`src/rtl/pulse_meas_pkg.sv`:
```
// Shared types and default widths for the pulse-rate measurement path.
package pulse_meas_pkg;

    localparam int unsigned CNT_W_DEF  = 16;
    localparam int unsigned GATE_W_DEF = 24;

    typedef enum logic [1:0] {
        IDLE    = 2'd0,
        GATE    = 2'd1,
        CAPTURE = 2'd2
    } state_t;

endpackage

```
`src/rtl/gate_timer.sv`:
```
// Gate window down-counter: loads len-1, decrements to zero and holds there.
module gate_timer #(
    parameter int unsigned GATE_W = 24
) (
    input  logic              i_clk,
    input  logic              i_rst_n,
    input  logic              i_load,
    input  logic [GATE_W-1:0] i_load_val,
    input  logic              i_dec,
    output logic              o_zero_c
);

    logic [GATE_W-1:0] r_count;

    // Load has priority; decrement saturates at zero so the counter never wraps.
    always_ff @(posedge i_clk) begin
        if (!i_rst_n) begin
            r_count <= '0;
        end else if (i_load) begin
            r_count <= i_load_val;
        end else if (i_dec && (r_count != '0)) begin
            r_count <= r_count - GATE_W'(1);
        end
    end

    assign o_zero_c = (r_count == '0);

endmodule

```
`src/rtl/pulse_gate_ctrl.sv`:
```
// Gate-window controller for the edge-detect pulse counter: enables it for a
// programmable window, samples its count and hands the sample out over valid/ready.
module pulse_gate_ctrl
    import pulse_meas_pkg::*;
#(
    parameter int unsigned CNT_W  = CNT_W_DEF,
    parameter int unsigned GATE_W = GATE_W_DEF
) (
    input  logic              i_clk,
    input  logic              i_rst_n,
    input  logic              i_start,
    input  logic              i_cont,
    input  logic [GATE_W-1:0] i_gate_len,
    input  logic [CNT_W-1:0]  i_pulse_cnt,
    output logic              o_cnt_en,
    output logic [CNT_W-1:0]  o_result,
    output logic              o_valid,
    input  logic              i_ready,
    output logic              o_sat,
    output logic              o_overrun,
    output logic              o_busy
);

    state_t            r_state;
    logic              r_cnt_en;
    logic [CNT_W-1:0]  r_result;
    logic              r_valid;
    logic              r_sat;
    logic              r_overrun;
    logic              r_busy;

    state_t            w_state_nxt;
    logic              w_cnt_en_nxt;
    logic [CNT_W-1:0]  w_result_nxt;
    logic              w_valid_nxt;
    logic              w_sat_nxt;
    logic              w_overrun_nxt;
    logic              w_busy_nxt;
    logic              w_tmr_load;
    logic              w_tmr_dec;
    logic              w_tmr_zero;
    logic [GATE_W-1:0] w_load_val;

    // A zero length is run as a one-cycle window.
    assign w_load_val = (i_gate_len == '0) ? '0 : (i_gate_len - GATE_W'(1));

    gate_timer #(
        .GATE_W (GATE_W)
    ) u_gate_timer (
        .i_clk      (i_clk),
        .i_rst_n    (i_rst_n),
        .i_load     (w_tmr_load),
        .i_load_val (w_load_val),
        .i_dec      (w_tmr_dec),
        .o_zero_c   (w_tmr_zero)
    );

    always_ff @(posedge i_clk) begin
        if (!i_rst_n) begin
            r_state   <= IDLE;
            r_cnt_en  <= 1'b0;
            r_result  <= '0;
            r_valid   <= 1'b0;
            r_sat     <= 1'b0;
            r_overrun <= 1'b0;
            r_busy    <= 1'b0;
        end else begin
            r_state   <= w_state_nxt;
            r_cnt_en  <= w_cnt_en_nxt;
            r_result  <= w_result_nxt;
            r_valid   <= w_valid_nxt;
            r_sat     <= w_sat_nxt;
            r_overrun <= w_overrun_nxt;
            r_busy    <= w_busy_nxt;
        end
    end

    // Next state plus result/handshake; a capture overrides an accept on the same edge.
    always_comb begin
        w_state_nxt   = r_state;
        w_result_nxt  = r_result;
        w_valid_nxt   = r_valid;
        w_sat_nxt     = r_sat;
        w_overrun_nxt = r_overrun;
        w_tmr_load    = 1'b0;
        w_tmr_dec     = 1'b0;

        if (r_valid && i_ready) begin
            w_valid_nxt = 1'b0;
        end

        case (r_state)
            IDLE: begin
                if (i_start) begin
                    w_tmr_load  = 1'b1;
                    w_state_nxt = GATE;
                end
            end
            GATE: begin
                if (w_tmr_zero) begin
                    w_state_nxt = CAPTURE;
                end else begin
                    w_tmr_dec = 1'b1;
                end
            end
            CAPTURE: begin
                w_result_nxt = i_pulse_cnt;
                w_valid_nxt  = 1'b1;
                w_sat_nxt    = (i_pulse_cnt == {CNT_W{1'b1}});
                if (r_valid && !i_ready) begin
                    w_overrun_nxt = 1'b1;
                end
                if (i_cont) begin
                    w_tmr_load  = 1'b1;
                    w_state_nxt = GATE;
                end else begin
                    w_state_nxt = IDLE;
                end
            end
            default: begin
                w_state_nxt = IDLE;
            end
        endcase

        w_cnt_en_nxt = (w_state_nxt == GATE);
        w_busy_nxt   = (w_state_nxt != IDLE);
    end

    assign o_cnt_en  = r_cnt_en;
    assign o_result  = r_result;
    assign o_valid   = r_valid;
    assign o_sat     = r_sat;
    assign o_overrun = r_overrun;
    assign o_busy    = r_busy;

endmodule

```
`config.mk`:
```
export PLATFORM = sky130hd
export DESIGN_NAME = pulse_gate_ctrl
export DESIGN_NICKNAME = d
export VERILOG_FILES = /design/src/rtl/pulse_meas_pkg.sv /design/src/rtl/gate_timer.sv /design/src/rtl/pulse_gate_ctrl.sv
export SDC_FILE = /design/constraint.sdc
export NUM_CORES = 1
export LEC_CHECK = 0
export ABC_AREA = 1
export BUFFER_PORTS_ARGS = -buffer_cell sky130_fd_sc_hd__buf_2
export CORE_ASPECT_RATIO = 0.9
export CORE_MARGIN = 2
export CORE_UTILIZATION = 50
export DETAILED_ROUTE_END_ITERATION = 12
export PLACE_DENSITY = 0.76
export SLEW_MARGIN = 20
export SYNTH_ARGS = -nofsm -noshare
export SYNTH_HDL_FRONTEND = slang
export SYNTH_SLANG_ARGS = --single-unit
```
`constraint.sdc`:
```
create_clock -name i_clk -period 1.7 [get_ports i_clk]
set_input_delay 0.255 -clock i_clk [delete_from_list [all_inputs] [get_ports i_clk]]
set_output_delay 0.255 -clock i_clk [all_outputs]
set_load 0.1 [all_outputs]
```
==> flow_metrics.py <==
metrics = {
    "status": {
        "status": "finished, final reports clean",
    },
    "placed_design": {
        "placed_area_sq_um": 3910,
        "io_buffers": 65,
        "place.gp.congestion": 0.934,
        "dp_hpwl_microns": 7130,
        "preCtsSetupSlack_ps": -28.4,
    },
    "setup_path": {
        "cp_max_fo": 5,
        "cp_slowest_cell": "dfxtp_2",
        "worstPathCellList": "inv_2, ha_4, nand3_2, buf_4, nor2_4, buf_6, nand2_1, nand2_1, nand2_1, nand2_1, nand3_2, nand2_1, inv_1",
        "worstSetupStartpointType": "register",
        "end_kind": "register",
        "critPathMostFrequentCell": "nand2_1",
        "crit_type": "register to register",
        "cpPeakStageDelay_ps": 330,
        "cp.arrival_ps": 1830,
        "cp.required_ps": 1910,
    },
    "logic_synthesis": {
        "synth_top_flop_cell": "dfxtp_1",
        "ys_warn_count": 0,
        "synth_area_sq_um": 3380,
        "synth_edf_count": 0,
        "synthCells": 567,
        "yosysSeqAreaShare_pct": 27.9,
        "synth-async-reset-ratio_pct": 0,
        "avgSynthCellArea_sq_um": 5.96,
        "synth.distinct_cells": 31,
        "ys_ff_latch": 47,
        "syn_nets": 615,
    },
    "global_route": {
        "antenna_found_initial": 0,
        "grt.total_usage_pct": 24.5,
        "first_global_vias": 3237,
        "grt_pass1_wl_microns": 14800,
        "gr-total-overflow": 0,
        "grt_max_degree": 29,
    },
    "sta": {
        "slew_violations": 0,
        "max-slew-margin-rel_pct": 67.4,
        "whs_ps": 200,
        "min_period_ps": 1620,
        "max_freq_ghz": 0.619,
        "fin_worst_skew_ps": 9.22,
        "fin_crit_sh_pct": 95.1,
        "worstMarginPinSlew_ps": 492,
        "hold_viol_final": 0,
        "setup_viol": 0,
        "layout_setup_ws_ps": 83.4,
    },
    "floorplan": {
        "core.rowCount": 28,
        "ioPinCount": 66,
        "die_x_microns": 90.6,
        "die_area_sq_um": 7430,
        "coreArea_sq_um": 6550,
        "initial_utilization_pct": 51.6,
        "chipHeight_microns": 82.0,
    },
    "finish": {
        "area_delta_synth_final_pct": 20.9,
        "seqCellArea_sq_um": 942,
        "multi_input_area_sq_um": 2080,
        "drive_gt1_share_pct": 21.8,
        "antenna_cells": 0,
        "layout_commonest_cell": "nand2_1",
        "final_cell_mix": "131 x nand2_1, 112 x nor2_1, 69 x inv_1, 65 x buf_2, 50 x nand3_1",
        "fin_nets": 697,
        "design_area_sq_um": 4090,
        "fillers": 617,
    },
    "cts": {
        "htreeDepth": 2,
        "clockBufferDepth": 2,
        "cts_root_buf": "clkbuf_8",
        "clk_latency_ps": 300,
        "cts_sinks": 47,
        "ctsHoldBuffers": 0,
        "clkTransAtPathRegs_ps": 100,
        "cts_setup_buffers": 0,
        "cts_tree": "built",
        "cts_buffers": 5,
    },
    "pwr": {
        "p_leak_uw": 0.00209,
        "power_uw": 3340,
        "power_density_nw_per_um2": 818,
        "peakVddDrop_mv": 0.412,
    },
    "drt": {
        "drc": 0,
        "wl_per_cell_microns": 12.3,
        "vias_per_cell": 5.07,
        "first_pass_iters": 5,
        "antenna_left": 0,
        "drt-initial-drc-count": 272,
        "via_count": 3755,
        "drt_wl_total_microns": 9100,
    },
    "min_path": {
        "worstHoldPathType": "input pin to register",
    },
    "flow_run": {
        "cap_violations": 0,
    },
}
-- per-stage QoR --
| stage | setup TNS, ps | util, % | cells |
|---|---|---|---|
| 2_1_floorplan | 0 | - | 567 |
| 3_3_place_gp | 0 | 59.6 | 732 |
| 3_5_place_dp | -28.4 | 59.6 | 732 |
| 4_1_cts | 0 | 61.5 | 740 |
| 5_1_grt | -7.02 | 62.4 | 740 |
| 6_report | 0 | 62.4 | 740 |
-- critical path, delay by kind of cell, from the launching register on --
kind	cells	cell delay [ps]
buf+inv	4	400
flops	1	330
simple gates	8	640
fa+ha+maj	1	140
-- sequential cells by signal, indices dropped and copies added (netlist names) --
name                  flops
o_overrun                 1
r_state                   2
o_sat                     1
o_busy                    1
o_valid                   1
o_cnt_en                  1
o_result                 16
u_gate_timer.r_count     24
-- final timing paths --
path	from	to	slack, ps	cells past startpoint
max	u_gate_timer.r_count[0]$_SDFFE_PN0P_	u_gate_timer.r_count[14]$_SDFFE_PN0P_	80	13
min	i_pulse_cnt[13]	o_result[13]$_SDFFE_PN0P_	200	3
max reg2reg	u_gate_timer.r_count[0]$_SDFFE_PN0P_	u_gate_timer.r_count[14]$_SDFFE_PN0P_	80	13
min reg2reg	o_sat$_SDFFE_PN0P_	o_sat$_SDFFE_PN0P_	480	2
-- cells by family after synthesis --
| logic type | synth area share, % |
|---|---|
| AOI/OAI and AO/OA | 9.63 |
| adders and majority gates | 1.11 |
| buffers and inverters | 12.0 |
| DFF | 27.9 |
| and+or+nand+nor | 45.8 |
| xor gates and xnor gates | 3.63 |
-- what timing repair did --
action | 4_1_cts | 5_1_grt
gates resized for setup | 1 | 16
pin swaps | 0 | 2
cloned | 0 | 0
endpoints found under the setup margin | 2 | 26
-- synthesized netlist by cell type (2+ instances only) --
master / count / area [sq um]
xor2_1: 8 / 70.1
buf_8: 2 / 30.0
dfxtp_1: 47 / 941
nor2_1: 117 / 439
nand3b_1: 3 / 22.5
nand2_1: 131 / 492
nand3_2: 13 / 130
xnor2_1: 6 / 52.6
clkbuf_1: 6 / 22.5
nand3_1: 52 / 260
inv_2: 3 / 11.3
nand2_4: 2 / 22.5
o22ai_1: 2 / 12.5
ha_1: 3 / 37.5
buf_6: 2 / 22.5
buf_2: 5 / 25.0
nand4_1: 16 / 100
nor2_2: 8 / 50.1
a21oi_1: 16 / 80.1
o21ai_0: 42 / 210
inv_1: 72 / 270
nor4_1: 2 / 12.5
-- metal layers --
metal	track usage [%]	vias up	part of all wire [%]
met2	42.4	113	46
met3	3.03	14	5.1
met1	32.1	1668	47
met4	8.31	0	2.1
li1	-	1960	-
met5	0	-	0
-- cell type report --
| cell class | instances | share of cell area (%) |
|---|---|---|
| repair buffers | 92 | 13.1 |
| inverters | 77 | 7.29 |
| clock buffers | 5 | 1.68 |
| multi-input cells | 426 | 50.9 |
| flip-flops and latches | 47 | 23.1 |
| clock inverters | 3 | 1.16 |
| well taps | 90 | 2.76 |
-- report_power, final --
part           leakage, uW  internal, uW  switching [uW]
logic              0.00165           447             769
registers         0.000385          1180            81.6
clock network    0.0000587           446             412
Note: power is estimated with default switching activity, not from simulation.
